`src/rtl/rram_train_sequencer.sv`:
```
// RRAM crossbar training sequencer.
// Runs two operations on the crossbar:
//   SET   - programs every row in turn with a pulse followed by an idle gap.
//   LEARN - per sample: handshake a label, forward-read all rows, then
//           back-propagate the label into each row with a pulse and a gap.
// Ports:
//   clk, reset        - rising-edge clock, asynchronous active-high reset
//   set, learn        - single-cycle commands, honoured only while idle
//   train_num         - number of samples for LEARN, sampled with learn
//   sample_valid/_ready, sample_label - label handshake
//   wl, sl, bl        - wordline, selectline and bitline drives
//   set_ph, back_ph, label_ph - phase strobes (at most one high)
//   busy, done        - operation in progress / one-cycle completion pulse
//   sample_cnt        - samples completed in the current LEARN
// All outputs are registered: they are decoded from the next state.
module rram_train_sequencer #(
  parameter int unsigned ROWS    = 6,
  parameter int unsigned COLS    = 6,
  parameter int unsigned PULSE_W = 4,
  parameter int unsigned GAP_W   = 2,
  parameter int unsigned CNT_W   = 8
) (
  input  logic             clk,
  input  logic             reset,
  input  logic             set,
  input  logic             learn,
  input  logic [CNT_W-1:0] train_num,
  input  logic             sample_valid,
  input  logic [COLS-1:0]  sample_label,
  output logic             sample_ready,
  output logic [ROWS-1:0]  wl,
  output logic [ROWS-1:0]  sl,
  output logic [COLS-1:0]  bl,
  output logic             set_ph,
  output logic             back_ph,
  output logic             label_ph,
  output logic             busy,
  output logic             done,
  output logic [CNT_W-1:0] sample_cnt
);

  localparam int unsigned RW = (ROWS > 1) ? $clog2(ROWS) : 1;
  localparam int unsigned TW = $clog2(PULSE_W + GAP_W + 1);
  localparam logic [TW-1:0] PulseLast = TW'(PULSE_W - 1);
  localparam logic [TW-1:0] GapLast   = TW'(GAP_W - 1);
  localparam logic [RW-1:0] RowLast   = RW'(ROWS - 1);

  typedef enum logic [2:0] {
    StIdle, StSetPulse, StSetGap, StWait, StFwd, StBkPulse, StBkGap, StDone
  } state_e;

  state_e           state_q, state_d;
  logic [RW-1:0]    row_q, row_d;
  logic [TW-1:0]    tmr_q, tmr_d;
  logic [COLS-1:0]  label_q, label_d;
  logic [CNT_W-1:0] total_q, total_d;
  logic [CNT_W-1:0] cnt_q, cnt_d;
  logic [CNT_W-1:0] cnt_inc;

  logic [ROWS-1:0]  wl_d, sl_d;
  logic [COLS-1:0]  bl_d;
  logic             set_ph_d, back_ph_d, label_ph_d, busy_d, done_d, ready_d;
  logic [ROWS-1:0]  row_oh;

  assign cnt_inc = cnt_q + 1'b1;

  // Next-state logic.
  always_comb begin
    state_d = state_q;
    row_d   = row_q;
    tmr_d   = '0;
    label_d = label_q;
    total_d = total_q;
    cnt_d   = cnt_q;
    unique case (state_q)
      StIdle: begin
        if (set) begin
          state_d = StSetPulse;
          row_d   = '0;
        end else if (learn) begin
          total_d = train_num;
          cnt_d   = '0;
          state_d = (train_num == '0) ? StDone : StWait;
        end
      end
      StSetPulse: begin
        if (tmr_q == PulseLast) state_d = StSetGap;
        else                    tmr_d   = tmr_q + 1'b1;
      end
      StSetGap: begin
        if (tmr_q == GapLast) begin
          if (row_q == RowLast) begin
            state_d = StDone;
          end else begin
            row_d   = row_q + 1'b1;
            state_d = StSetPulse;
          end
        end else begin
          tmr_d = tmr_q + 1'b1;
        end
      end
      StWait: begin
        // sample_ready is high throughout WAIT, so valid alone completes the handshake.
        if (sample_valid && sample_ready) begin
          label_d = sample_label;
          state_d = StFwd;
        end
      end
      StFwd: begin
        if (tmr_q == PulseLast) begin
          state_d = StBkPulse;
          row_d   = '0;
        end else begin
          tmr_d = tmr_q + 1'b1;
        end
      end
      StBkPulse: begin
        if (tmr_q == PulseLast) state_d = StBkGap;
        else                    tmr_d   = tmr_q + 1'b1;
      end
      StBkGap: begin
        if (tmr_q == GapLast) begin
          if (row_q == RowLast) begin
            cnt_d   = cnt_inc;
            state_d = (cnt_inc == total_q) ? StDone : StWait;
          end else begin
            row_d   = row_q + 1'b1;
            state_d = StBkPulse;
          end
        end else begin
          tmr_d = tmr_q + 1'b1;
        end
      end
      StDone:  state_d = StIdle;
      default: state_d = StIdle;
    endcase
  end

  // Output decode from the next state so the registered outputs track it.
  always_comb begin
    row_oh     = ROWS'(1) << row_d;
    wl_d       = '0;
    sl_d       = '0;
    bl_d       = '0;
    set_ph_d   = 1'b0;
    back_ph_d  = 1'b0;
    label_ph_d = 1'b0;
    ready_d    = 1'b0;
    done_d     = 1'b0;
    busy_d     = (state_d != StIdle);
    unique case (state_d)
      StSetPulse: begin
        wl_d     = row_oh;
        sl_d     = row_oh;
        bl_d     = '1;
        set_ph_d = 1'b1;
      end
      StWait: ready_d = 1'b1;
      StFwd: begin
        wl_d       = '1;
        label_ph_d = 1'b1;
      end
      StBkPulse: begin
        wl_d      = row_oh;
        sl_d      = row_oh;
        bl_d      = label_d;
        back_ph_d = 1'b1;
      end
      StDone:  done_d = 1'b1;
      default: ;
    endcase
  end

  always_ff @(posedge clk or posedge reset) begin
    if (reset) begin
      state_q      <= StIdle;
      row_q        <= '0;
      tmr_q        <= '0;
      label_q      <= '0;
      total_q      <= '0;
      cnt_q        <= '0;
      wl           <= '0;
      sl           <= '0;
      bl           <= '0;
      set_ph       <= 1'b0;
      back_ph      <= 1'b0;
      label_ph     <= 1'b0;
      busy         <= 1'b0;
      done         <= 1'b0;
      sample_ready <= 1'b0;
    end else begin
      state_q      <= state_d;
      row_q        <= row_d;
      tmr_q        <= tmr_d;
      label_q      <= label_d;
      total_q      <= total_d;
      cnt_q        <= cnt_d;
      wl           <= wl_d;
      sl           <= sl_d;
      bl           <= bl_d;
      set_ph       <= set_ph_d;
      back_ph      <= back_ph_d;
      label_ph     <= label_ph_d;
      busy         <= busy_d;
      done         <= done_d;
      sample_ready <= ready_d;
    end
  end

  assign sample_cnt = cnt_q;

endmodule

```
`config.mk`:
```
export PLATFORM = sky130hd
export DESIGN_NAME = rram_train_sequencer
export DESIGN_NICKNAME = d
export VERILOG_FILES = /design/src/rtl/rram_train_sequencer.sv
export SDC_FILE = /design/constraint.sdc
export NUM_CORES = 1
export LEC_CHECK = 0
export ABC_AREA = 0
export ABC_CLOCK_PERIOD_IN_PS = 2750
export CAP_MARGIN = 20
export CORE_MARGIN = 2
export CORE_UTILIZATION = 52
export DETAILED_ROUTE_END_ITERATION = 10
export PLACE_DENSITY = 0.79
export SLEW_MARGIN = 20
export SYNTH_ARGS = -nofsm -noshare
export SYNTH_HDL_FRONTEND = slang
export SYNTH_SLANG_ARGS = --single-unit
```
`constraint.sdc`:
```
create_clock -name clk -period 2.75 [get_ports clk]
set_input_delay 0.4125 -clock clk [delete_from_list [all_inputs] [get_ports clk]]
set_output_delay 0.4125 -clock clk [all_outputs]
set_load 0.02 [all_outputs]
```
[Word level (Yosys, flattened, before mapping)]
Index checks and enable logic that the tools add are counted.
W data, S select, Z words.
Storage, ports and cells
  register bits: 55
  output and inout bits: 32
  word-level logic and storage cells: 86
Cells by class
  add/subtract/negate cells: 3
  equal/unequal tests: 20
  shift-type cells: 1
  multiplexer cells: 36
  bitwise logic cells: 1
  reductions and logical operators: 10
Operators by type and width (count)
  $mux W3: 18
  $mux W8: 4
  $eq A3 B3 Y1 const B: 8
  $pmux W3 S8: 1
  $pmux W6 S2: 2
  $mux W6: 3
  $pmux W8 S2: 1
  $eq A3 B2 Y1 const B: 4
  $eq A3 B1 Y1 const B: 3
  $pmux W3 S3: 1
  $add A8 B1 Y8 const B: 1
  $eq A8 B8 Y1: 1
  $logic_not A8 Y1: 1
  $ne A2 B2 Y1 const B: 4
  $add A3 B1 Y3 const B: 2
  $pmux W3 S2: 1
  $shl A1 B3 Y6 const A: 1
  $mux W1: 5
  $reduce_and A5 Y1: 1
  $reduce_or A2 Y1: 2
  $logic_not A3 Y1: 1
  $reduce_and A3 Y1: 1
  $reduce_bool A3 Y1: 1
  $reduce_or A3 Y1: 1
  3 further kinds: 3

[Logic depth before layout (Yosys ltp)]
Gate-level depths: netlist of the first run.
  word-level depth: 9
  mapped depth: 9
  depth with buffers taken out: 9

[Least setup slack after synthesis of the first run]
OpenSTA, ideal clock, no wires.
  path type: register -> register
  from: reg tmr_q[0]
  to: reg sl[0]
  setup time: 80 ps
  data arrival time: 2150 ps
  required time: 2670 ps
  setup slack: 519 ps
  stages on the path, launching flop included: 9
  buffers on the path: 1
  clock period less this slack: 2231 ps
  cells stage by stage: dfrtp_1 ha_1 ha_1 nor2_1 a211oi_1 a311o_1 or4_4 buf_6 nor3_2
On the way
  cells in the longest elaborated chain, start to end: 6
Ends and longest elaborated chain
  start: declaration: line 54  | logic [TW-1:0] tmr_q, tmr_d;
  start signal: assignment: line 194  | tmr_q <= tmr_d;
  $eq A3 B1 Y1 / $eq A3 B2 Y1 (equally long branches)
  $mux W3, on equally long branches
  $pmux W3 S8: line 75  | unique case (state_q)
  $eq A3 B3 Y1 / $eq A3 B1 Y1 (equally long branches): line 151  | unique case (state_d)
  $reduce_or A2 Y1 (no line)
  $mux W6 *: line 151
  via sl_d[0]: line 60  | logic [ROWS-1:0] wl_d, sl_d;
  end signal: assignment: line 199  | sl <= sl_d;
  end: declaration: line 32  | output logic [ROWS-1:0] sl,
Mark *: on every way through the listed nets, which the timed path passes. The rest lies on a longest branch.
A chain may end at the register's enable or synchronous reset.

[Worst setup path after layout of the first run]
  from: reg state_q[0]
  to: reg cnt_q[6] (netlist: sample_cnt[6])
On the way
  cells in the longest elaborated chain, start to end: 3
Ends and longest elaborated chain
  start: declaration: line 52  | state_e state_q, state_d;
  start signal: assignment: line 176  | state_q <= StIdle;
  start signal: assignment: line 192  | state_q <= state_d;
  $eq A3 B3 Y1 / $logic_not A3 Y1 (equally long branches): line 75
  $ne A2 B2 Y1 (no line) / $reduce_bool A2 Y1 (equally long branches)
  $reduce_and A5 Y1 (no line)
  end signal: assignment: line 197  | cnt_q <= cnt_d;
  end: declaration: line 57  | logic [CNT_W-1:0] cnt_q, cnt_d;
Parallel ways exist; a longest one is shown, timed or not.

==> results of run 1 <==
## layer usage
layer	track usage	part of all wire	up-vias
li1	-	-	1050
met1	0.295	0.45	1060
met2	0.347	0.50	60
met3	0.0353	0.044	4
met4	0.0891	0.012	0
met5	0	0	-
## through the flow
| stage | setup WS (ns) | utilization | std cells | cell area, um^2 |
|---|---|---|---|---|
| CTS | 0.300 | 0.664 | 389 | 3390 |
| global placement | 0.247 | 0.649 | 383 | 3310 |
| detailed placement | 0.170 | 0.649 | 383 | 3310 |
| global route | 0.138 | 0.664 | 389 | 3390 |
| floorplan | 0.519 | - | 267 | 2750 |
| finish | 0.276 | 0.664 | 389 | 3390 |
## layout make-up
class / count / area (um^2)
Sequential cell: 55 / 1380
Inverter: 13 / 48.8
Timing Repair Buffer: 55 / 551
Tap cell: 70 / 87.6
Fill cell: 408 / 1720
Clock buffer: 5 / 68.8
Clock inverter: 1 / 7.51
Multi-Input combinational cell: 190 / 1250
## worst max-delay path by stage
| stage | slack (ns) | start | endpoint |
|---|---|---|---|
| 6_report | 0.28 | state_q[0]$_DFF_PP0_ | sample_cnt[6]$_DFFE_PP0P_ |
| 5_1_grt | 0.14 | sample_cnt[0]$_DFFE_PP0P_ | done$_DFF_PP0_ |
| 4_1_cts | 0.30 | state_q[0]$_DFF_PP0_ | sample_cnt[6]$_DFFE_PP0P_ |
| 3_5_place_dp | 0.17 | train_num[0] | wl[0]$_DFF_PP0_ |
| 3_3_place_gp | 0.25 | train_num[0] | wl[1]$_DFF_PP0_ |
| 2_1_floorplan | 0.52 | tmr_q[0]$_DFF_PP0_ | sl[0]$_DFF_PP0_ |
## registers in the layout (all words and copies together), names as in the netlist
register      flops
bl                6
wl                6
total_q           8
label_q           6
sample_ready      1
label_ph          1
sample_cnt        8
row_q             3
set_ph            1
back_ph           1
tmr_q             3
done              1
sl                6
state_q           3
busy              1
## cell families after synthesis
logic type / count (synthesis) / synth area share
DFF: 55 / 0.501
AOI/OAI and AO/OA: 56 / 0.143
xor gates and xnor gates: 10 / 0.0319
adders and majority gates: 7 / 0.0319
muxes: 11 / 0.0442
and+or+nand+nor: 106 / 0.205
buffers and inverters: 22 / 0.0437
## synthesized netlist by cell type, drive strengths merged (2+ instances only)
| master | instances | share of area |
|---|---|---|
| dfrtp | 55 | 0.50 |
| nand2 | 36 | 0.050 |
| nor2 | 22 | 0.030 |
| o21ai | 15 | 0.027 |
| inv | 13 | 0.018 |
| a21oi | 11 | 0.020 |
| mux2 | 9 | 0.037 |
| buf | 8 | 0.025 |
| nor2b | 8 | 0.021 |
| ha | 7 | 0.032 |
| nor3 | 7 | 0.016 |
| o31ai | 7 | 0.021 |
| xnor2 | 7 | 0.022 |
| or3 | 6 | 0.015 |
| nor4 | 5 | 0.017 |
| a21o | 4 | 0.011 |
| a22oi | 4 | 0.011 |
| and3 | 4 | 0.0091 |
| nand4 | 4 | 0.0091 |
| nand3 | 3 | 0.0055 |
| xor2 | 3 | 0.0096 |
| a31oi | 2 | 0.0046 |
| and2b | 2 | 0.0064 |
| mux2i | 2 | 0.0073 |
| nand2b | 2 | 0.0046 |
| o2bb2ai | 2 | 0.0087 |
| o41ai | 2 | 0.0091 |
## power by group through the flow
stage          logic, W  clock network [W]  registers [W]
6_report        0.00158           0.000405        0.00124
3_5_place_dp    0.00158                  0        0.00126
2_1_floorplan   0.00100                  0        0.00134
4_1_cts         0.00159           0.000416        0.00124
5_1_grt         0.00174           0.000451        0.00128
3_3_place_gp    0.00154                  0        0.00125
==> impl_metrics.csv, run 1 <==
group,metric,value,unit
clocking,clockRootBuffer,"sky130_fd_sc_hd__clkbuf_8",
clocking,postCtsSetupBuffers,0,
power_and_ir_drop,static-leakage-power,1.51,nW
sta,timing.final.setup_violations,0,
run_status,status,"finished clean",
clocking,cts_repair_resize_count,0,
sta,transition_time_at_the_pin_with_the_least_slew_margin,0.583,ns
synth,postSynthAreaPerCell,10.3,um^2
global_route,grt_pass1_wl,10200,um
global_route,gr-usage-all-layers,0.217,
die,rows,26,
die,floorplan.die_area,5880,um^2
detailed_routing,drt_iter0_drc,239,
synth,post_synthesis_cell_area,2750,um^2
clocking,cts_tree,"done",
flow_run,cap_violations,0,
detailed_routing,post_drt_via_cell_ratio,5.59,
clocking,cts_max_path_buffers,2,
synth,synth-seq-cells,55,
setup_path,slowest_cell_delay_on_critical_path,0.52,ns
die,floorplan.initialDensity,0.538,
die,floorplan.die.height,76.7,um
synth,synth.yosys.warnings,0,
worst_hold_path,worst_hold_path_type,"primary input to async pin",
layout,final_cell_mix,"sky130_fd_sc_hd__dfrtp_1, sky130_fd_sc_hd__clkdlybuf4s50_1, sky130_fd_sc_hd__nand2_1, sky130_fd_sc_hd__nor2_1, sky130_fd_sc_hd__o21ai_0",
layout,finish.net_count,346,
setup_path,r2r.worst_path.cells,5,
sta,grt_setup_unrepaired,"false",
sta,setup_tns,0,ns
placed_design,globalplace.congestion,0.837,
synth,postSynth.topFlopCell,"sky130_fd_sc_hd__dfrtp_1",
placed_design,hpwl,4400,um
clocking,insertion_delay,0.30,ns
sta,relSlewSlack,0.611,
synth,synthDistinctLibCells,55,
power_and_ir_drop,seq_power_share,0.385,
setup_path,critical-path-top-delay-family,"simple AND/OR/NAND/NOR gates",
synth,synthesis.nets,293,
power_and_ir_drop,swShare,0.400,
setup_path,cp.required,2.93,ns
detailed_routing,drt_pre_antenna_iters,4,
setup_path,timing.critical_path.cells,"or3_4 -> or3b_1 -> o2bb2ai_2 -> or2_0 -> o41ai_1",
setup_path,r2r-start,"state_q[0]$_DFF_PP0_",
sta,final_min_period_over_clock_period,0.900,
detailed_routing,drt_drc_violations_left,0,
power_and_ir_drop,power_frac_comb,0.490,
clocking,tritoncts_num_sinks,55,
sta,final_hold_viol_count,0,
power_and_ir_drop,total_power,0.00323,W
synth,synth_sequential_area_ratio,0.501,
sta,min_period,2.47,ns
power_and_ir_drop,switchingPower,0.00129,W
clocking,cts_hold_buffers,0,
layout,diodes,0,
die,core_area,5110,um^2
sta,max_freq,404,MHz
die,floorplan.die.width,76.7,um
global_route,grt_max_degree,33,
power_and_ir_drop,internal_power,0.00194,W
setup_path,critical_path_fanout_max,11,
detailed_routing,total_routed_length,5840,um
setup_path,highest_delay_cell_along_the_critical_path,"sky130_fd_sc_hd__dfrtp_1",
layout,most_common_library_cell_in_the_layout_ignoring_fill_and_taps,"sky130_fd_sc_hd__dfrtp_1",
die,floorplan.io_pins,51,
clocking,cts.reportedPaths.clkPinSlew,0.09,ns
power_and_ir_drop,pwr-share-clk,0.125,
clocking,h_tree_levels,2,
setup_path,setup.reg_to_reg.worst_slack,0.28,ns
synth,ys_async_sr_fraction,1.00,
synth,syn_inst_count,267,
setup_path,critical_path_startpoint_category,"register",
global_route,antenna_found_initial,0,
detailed_routing,drt-wirelength-per-cell,15.0,um
setup_path,cp_num_buf_inv,0,
sta,timing.clock.skew,0.00904,ns
setup_path,crit_path_end_kind,"register",
layout,areaGrowthSynthToFinish,23.4,%
setup_path,worst-endpoint-arrival,2.65,ns
power_and_ir_drop,vdd_ir_drop_max,422,uV
setup_path,path_class,"register to register",
detailed_routing,drtAntennaViolNets,0,
clocking,cts_buffers,5,
power_and_ir_drop,power-per-cell-area,953,nW/um^2
placed_design,port-buffer-count,50,
global_route,globalRouteOverflowTotal,0,
detailed_routing,dr_total_vias,2174,
global_route,grt_pass1_vias,2201,
sta,timing.final.max_slew_violations,0,
layout,drive_above_1_share,0.107,
setup_path,r2r_end,"sample_cnt[6]$_DFFE_PP0P_",
sta,holdWs,0.466,ns
synth,synth_enable_flop_cells,0,
setup_path,worstSetupPathDepth,5,
Power figures use the tool's default switching activity.
==> inputs of run 2 (changes only) <==
--- a/config.mk
+++ b/config.mk
@@ -11,7 +11,7 @@
 export CORE_MARGIN = 2
 export CORE_UTILIZATION = 52
 export DETAILED_ROUTE_END_ITERATION = 10
-export PLACE_DENSITY = 0.79
+export PLACE_DENSITY = 0.82
 export SLEW_MARGIN = 20
 export SYNTH_ARGS = -nofsm -noshare
 export SYNTH_HDL_FRONTEND = slang
==> run 2 against run 1 <==
- die area did not move
- worst setup slack better by 0.025 ns
- first-iteration DRC count shrank 23%
- largest cell class unchanged
==> impl_metrics.csv, run 2 (same netlist as run 1, synthesis figures left out) <==
group,metric,value,unit
placed_design,port-buffer-count,50,
sta,timing.final.max_slew_violations,0,
setup_path,critical_path_fanout_max,4,
die,floorplan.die.height,76.7,um
global_route,grt_pass1_wl,10000,um
run_status,status,"finished clean",
setup_path,crit_path_end_kind,"register",
setup_path,critical_path_startpoint_category,"register",
detailed_routing,drt_pre_antenna_iters,4,
sta,relSlewSlack,0.622,
clocking,cts_hold_buffers,0,
sta,timing.clock.skew,0.00445,ns
detailed_routing,drt_drc_violations_left,0,
clocking,cts_max_path_buffers,2,
placed_design,globalplace.congestion,0.918,
detailed_routing,drtAntennaViolNets,0,
power_and_ir_drop,static-leakage-power,1.54,nW
placed_design,placed_cells,382,
die,floorplan.die.width,76.7,um
sta,min_period,2.45,ns
die,floorplan.initialDensity,0.538,
worst_hold_path,worst_hold_path_type,"primary input to async pin",
power_and_ir_drop,power-per-cell-area,994,nW/um^2
clocking,cts_tree,"done",
placed_design,hpwl,4310,um
global_route,globalRouteOverflowTotal,0,
global_route,grt_pass1_vias,2114,
layout,most_common_library_cell_in_the_layout_ignoring_fill_and_taps,"sky130_fd_sc_hd__dfrtp_1",
clocking,insertion_delay,0.31,ns
layout,post_layout_nonfiller_instances,390,
power_and_ir_drop,vdd_ir_drop_max,626,uV
layout,diodes,0,
placed_design,placed_inst_area,3310,um^2
power_and_ir_drop,swShare,0.381,
detailed_routing,drt_iter0_drc,185,
detailed_routing,drt-wirelength-per-cell,14.9,um
die,floorplan.die_area,5880,um^2
layout,final_cell_mix,"sky130_fd_sc_hd__dfrtp_1, sky130_fd_sc_hd__clkdlybuf4s50_1, sky130_fd_sc_hd__nand2_1, sky130_fd_sc_hd__nor2_1, sky130_fd_sc_hd__o21ai_0",
setup_path,worst-endpoint-arrival,2.67,ns
clocking,clockRootBuffer,"sky130_fd_sc_hd__clkbuf_8",
setup_path,r2r.worst_path.cells,8,
power_and_ir_drop,pwr-share-clk,0.181,
power_and_ir_drop,seq_power_share,0.365,
power_and_ir_drop,switchingPower,0.00130,W
power_and_ir_drop,power_frac_comb,0.454,
sta,transition_time_at_the_pin_with_the_least_slew_margin,0.565,ns
layout,seqCellArea,1380,um^2
sta,grt_setup_unrepaired,"false",
detailed_routing,post_drt_via_cell_ratio,5.57,
detailed_routing,dr_total_vias,2172,
setup_path,cp.required,2.97,ns
layout,finish.instance_area,3440,um^2
clocking,h_tree_levels,2,
power_and_ir_drop,internal_power,0.00211,W
global_route,grt_max_degree,32,
sta,final_min_period_over_clock_period,0.890,
clocking,cts_repair_resize_count,0,
layout,multi_input_logic_area,1250,um^2
power_and_ir_drop,total_power,0.00342,W
detailed_routing,total_routed_length,5830,um
sta,setup_tns,0,ns
sta,max_freq,408,MHz
layout,areaGrowthSynthToFinish,25.2,%
global_route,gr-usage-all-layers,0.213,
die,floorplan.io_pins,51,
sta,timing.final.setup_violations,0,
die,core_area,5110,um^2
clocking,cts.reportedPaths.clkPinSlew,0.09,ns
die,rows,26,
clocking,cts_buffers,5,
layout,drive_above_1_share,0.106,
layout,fillerInstances,394,
sta,final_hold_viol_count,0,
setup_path,path_class,"register to register",
clocking,postCtsSetupBuffers,0,
flow_run,cap_violations,0,
clocking,tritoncts_num_sinks,55,
global_route,antenna_found_initial,0,
layout,finish.net_count,345,
-- run 2: cell types whose count changed in the layout (fill, tap and decap cells not counted), sizes merged --
cell,previous run,this run
clkinvlp,1,0
clkbuf,5,6
buf,5,4
bufinv,0,2
-- run 2: final timing paths --
kind	startpoint	end	slack, ns
max in group asynchronous	reset	sl[0]$_DFF_PP0_	1.72
worst max-delay path	tmr_q[0]$_DFF_PP0_	wl[5]$_DFF_PP0_	0.30
min in group clk	label_q[5]$_DFF_PP0_	label_q[5]$_DFF_PP0_	0.48
worst min register to register	label_q[5]$_DFF_PP0_	label_q[5]$_DFF_PP0_	0.48
worst max register to register	tmr_q[0]$_DFF_PP0_	wl[5]$_DFF_PP0_	0.30
worst min-delay path	reset	state_q[1]$_DFF_PP0_	0.48
-- run 2: power by group through the flow --
stage / Sequential [W] / Clock (W) / Combinational, W
global route: 0.00129 / 0.000665 / 0.00169
floorplan: 0.00134 / 0 / 0.00100
global placement: 0.00125 / 0 / 0.00151
CTS: 0.00125 / 0.000623 / 0.00155
finish: 0.00125 / 0.000618 / 0.00155
detailed placement: 0.00126 / 0 / 0.00155
-- run 2: metrics by stage --
step,setup WS (ns),hold slack (ns),util
5_1_grt,0.118,0.510,0.673
3_3_place_gp,0.248,0.453,0.647
3_5_place_dp,0.203,0.459,0.647
2_1_floorplan,0.519,0.439,-
6_report,0.301,0.481,0.673
4_1_cts,0.305,0.481,0.673
-- run 2: layout make-up --
class,count,area share
multi-input combinational,190,0.364
sequential,55,0.400
tap,70,0.0255
inverter,13,0.0142
clock inverter,2,0.0175
timing repair buffer,54,0.158
clock buffer,6,0.0211
-- run 2: worst max-delay path, stage by stage, from the launching register on --
cell and delay [ns]:
sky130_fd_sc_hd__dfrtp_1 0.41, sky130_fd_sc_hd__ha_1 0.23, sky130_fd_sc_hd__ha_1 0.24, sky130_fd_sc_hd__nor2_1 0.15, sky130_fd_sc_hd__a211oi_1 0.06, sky130_fd_sc_hd__a311o_1 0.36
sky130_fd_sc_hd__nor4_1 0.52, sky130_fd_sc_hd__nand2_1 0.18, sky130_fd_sc_hd__o21ai_0 0.20
-- run 2: layer usage --
metal / global-route usage / vias up / share of wire
met3: 0.0435 / 6 / 0.050
met1: 0.293 / 1056 / 0.45
met2: 0.340 / 63 / 0.49
met5: 0 / - / 0
li1: - / 1047 / -
met4: 0.0691 / 0 / 0.011
==> inputs of run 3 (changes only) <==
--- a/config.mk
+++ b/config.mk
@@ -6,12 +6,12 @@
 export NUM_CORES = 1
 export LEC_CHECK = 0
 export ABC_AREA = 0
-export ABC_CLOCK_PERIOD_IN_PS = 2750
 export CAP_MARGIN = 20
 export CORE_MARGIN = 2
-export CORE_UTILIZATION = 52
+export CORE_UTILIZATION = 61
 export DETAILED_ROUTE_END_ITERATION = 10
-export PLACE_DENSITY = 0.82
+export DONT_BUFFER_PORTS = 1
+export PLACE_DENSITY = 0.79
 export SLEW_MARGIN = 20
 export SYNTH_ARGS = -nofsm -noshare
 export SYNTH_HDL_FRONTEND = slang
==> run 3 against run 2 <==
- clock skew grew 0.0053 ns
- sequential power up 13%
- worst hold slack got worse by 0.48 ns
- critical path depth shrank 1
- global-route usage up 3.3 points
- utilization is 0.51 points lower
- flip-flop and latch count did not move
- first-iteration DRC count is 26% higher
- maximum frequency down 4.0%
- critical path type unchanged
- highest routed layer unchanged
==> impl_metrics.csv, run 3 (same netlist as run 1, synthesis figures left out) <==
group,metric,value,unit
run_status,status,"finished clean",
clocking,cts.reportedPaths.clkPinSlew,0.10,ns
setup_path,critical_path_startpoint_category,"register",
sta,timing.clock.skew,0.00976,ns
sta,timing.final.setup_violations,0,
flow_run,cap_violations,0,
clocking,cts_buffers,5,
clocking,postCtsSetupBuffers,0,
setup_path,highest_delay_cell_along_the_critical_path,"sky130_fd_sc_hd__dfrtp_1",
sta,max_freq,392,MHz
die,floorplan.io_pins,51,
clocking,cts_repair_resize_count,0,
detailed_routing,drt_drc_violations_left,0,
die,core_area,4350,um^2
global_route,globalRouteOverflowTotal,0,
clocking,insertion_delay,0.32,ns
setup_path,cp.required,3.00,ns
sta,relSlewSlack,0.606,
global_route,grt_max_degree,27,
layout,finish.instance_area,2910,um^2
die,floorplan.initialDensity,0.631,
layout,areaGrowthSynthToFinish,5.92,%
detailed_routing,drt-wirelength-per-cell,17.1,um
clocking,cts_hold_buffers,0,
power_and_ir_drop,vdd_ir_drop_max,666,uV
worst_hold_path,worst_hold_path_type,"primary input to async pin",
detailed_routing,post_drt_via_cell_ratio,6.24,
sta,final_hold_viol_count,0,
setup_path,crit_path_end_kind,"register",
detailed_routing,drt_pre_antenna_iters,4,
die,rows,24,
detailed_routing,drt_iter0_drc,233,
global_route,antenna_found_initial,0,
clocking,cts_tree,"done",
sta,transition_time_at_the_pin_with_the_least_slew_margin,0.590,ns
placed_design,placed_inst_area,2790,um^2
power_and_ir_drop,power-per-cell-area,1070,nW/um^2
placed_design,port-buffer-count,0,
sta,timing.final.max_slew_violations,0,
layout,diodes,0,
layout,most_common_library_cell_in_the_layout_ignoring_fill_and_taps,"sky130_fd_sc_hd__dfrtp_1",
sta,setup_tns,0,ns
global_route,grt_pass1_wl,9600,um
placed_design,hpwl,4000,um
setup_path,critical_path_fanout_max,7,
sta,min_period,2.55,ns
setup_path,path_class,"register to register",
detailed_routing,drtAntennaViolNets,0,
sta,holdWs,0.00386,ns
layout,finish.net_count,298,
clocking,h_tree_levels,2,
clocking,cts_max_path_buffers,2,
power_and_ir_drop,static-leakage-power,1.36,nW
layout,drive_above_1_share,0.139,
setup_path,slowest_cell_delay_on_critical_path,0.58,ns
placed_design,globalplace.congestion,0.925,
global_route,grt_pass1_vias,1984,
die,floorplan.die_area,5060,um^2
clocking,clockRootBuffer,"sky130_fd_sc_hd__clkbuf_8",
die,floorplan.die.width,71.1,um
detailed_routing,total_routed_length,5570,um
detailed_routing,dr_total_vias,2027,
layout,final_cell_mix,"sky130_fd_sc_hd__dfrtp_1, sky130_fd_sc_hd__nand2_1, sky130_fd_sc_hd__nor2_1, sky130_fd_sc_hd__o21ai_0, sky130_fd_sc_hd__inv_1",
setup_path,timing.critical_path.cells,"ha_1 -> nand3_1 -> or3_1 -> a22oi_1 -> o2111ai_1 -> o31ai_2 -> and3_1",
die,floorplan.die.height,71.1,um
setup_path,worst-endpoint-arrival,2.80,ns
sta,final_min_period_over_clock_period,0.928,
clocking,tritoncts_num_sinks,55,
sta,grt_setup_unrepaired,"false",
global_route,gr-usage-all-layers,0.247,
run 3: report_power, final:
group          switching, W  internal, W  total (W)  leakage [nW]
logic              0.000679     0.000468    0.00115         0.577
registers          0.000350      0.00106    0.00141         0.720
clock network      0.000269     0.000276   0.000545        0.0587
run 3: final cells by class:
| cell class | count | area, um^2 |
|---|---|---|
| Timing Repair Buffer | 7 | 52.6 |
| Sequential cell | 55 | 1380 |
| Multi-Input combinational cell | 190 | 1250 |
| Clock buffer | 5 | 68.8 |
| Tap cell | 52 | 65.1 |
| Inverter | 13 | 48.8 |
| Clock inverter | 3 | 47.5 |
| Fill cell | 335 | 1440 |
run 3: per-layer routing:
metal / part of all wire / up-vias / routed length [um] / GRT usage
met5: 0 / - / 0 / 0
met4: 0.022 / 0 / 121 / 0.107
met3: 0.067 / 10 / 373 / 0.0726
met2: 0.47 / 67 / 2640 / 0.355
met1: 0.44 / 996 / 2430 / 0.349
li1: - / 954 / - / -
run 3: worst paths after layout:
check / from / endpoint / slack, ns / depth (start not counted)
worst max register to register: sample_cnt[0]$_DFFE_PP0P_ / done$_DFF_PP0_ / 0.20 / 7
worst max-delay path: sample_cnt[0]$_DFFE_PP0P_ / done$_DFF_PP0_ / 0.20 / 7
worst min register to register: tmr_q[0]$_DFF_PP0_ / tmr_q[0]$_DFF_PP0_ / 0.48 / 1
max in group asynchronous: reset / sl[0]$_DFF_PP0_ / 2.14 / 2
min in group clk: sample_label[5] / label_q[5]$_DFF_PP0_ / 0.22 / 2
worst min-delay path: reset / label_q[0]$_DFF_PP0_ / 0.004 / 1
run 3: critical path, delay by kind of cell (launching register included):
family | cells | cell delay [ns]
AOI/OAI and AO/OA | 3 | 0.66
adders and majority gates | 1 | 0.35
DFF | 1 | 0.58
and+or+nand+nor | 3 | 0.90
run 3: stage by stage:
| stage | total power [W] | utilization | cells | setup slack (ns) |
|---|---|---|---|---|
| 6_report | 0.00310 | 0.668 | 325 | 0.199 |
| 5_1_grt | 0.00334 | 0.668 | 325 | 0.0444 |
| 4_1_cts | 0.00311 | 0.668 | 325 | 0.238 |
| 3_5_place_dp | 0.00256 | 0.642 | 317 | 0.282 |
| 3_3_place_gp | 0.00251 | 0.642 | 317 | 0.299 |
| 2_1_floorplan | 0.00235 | - | 267 | 0.519 |
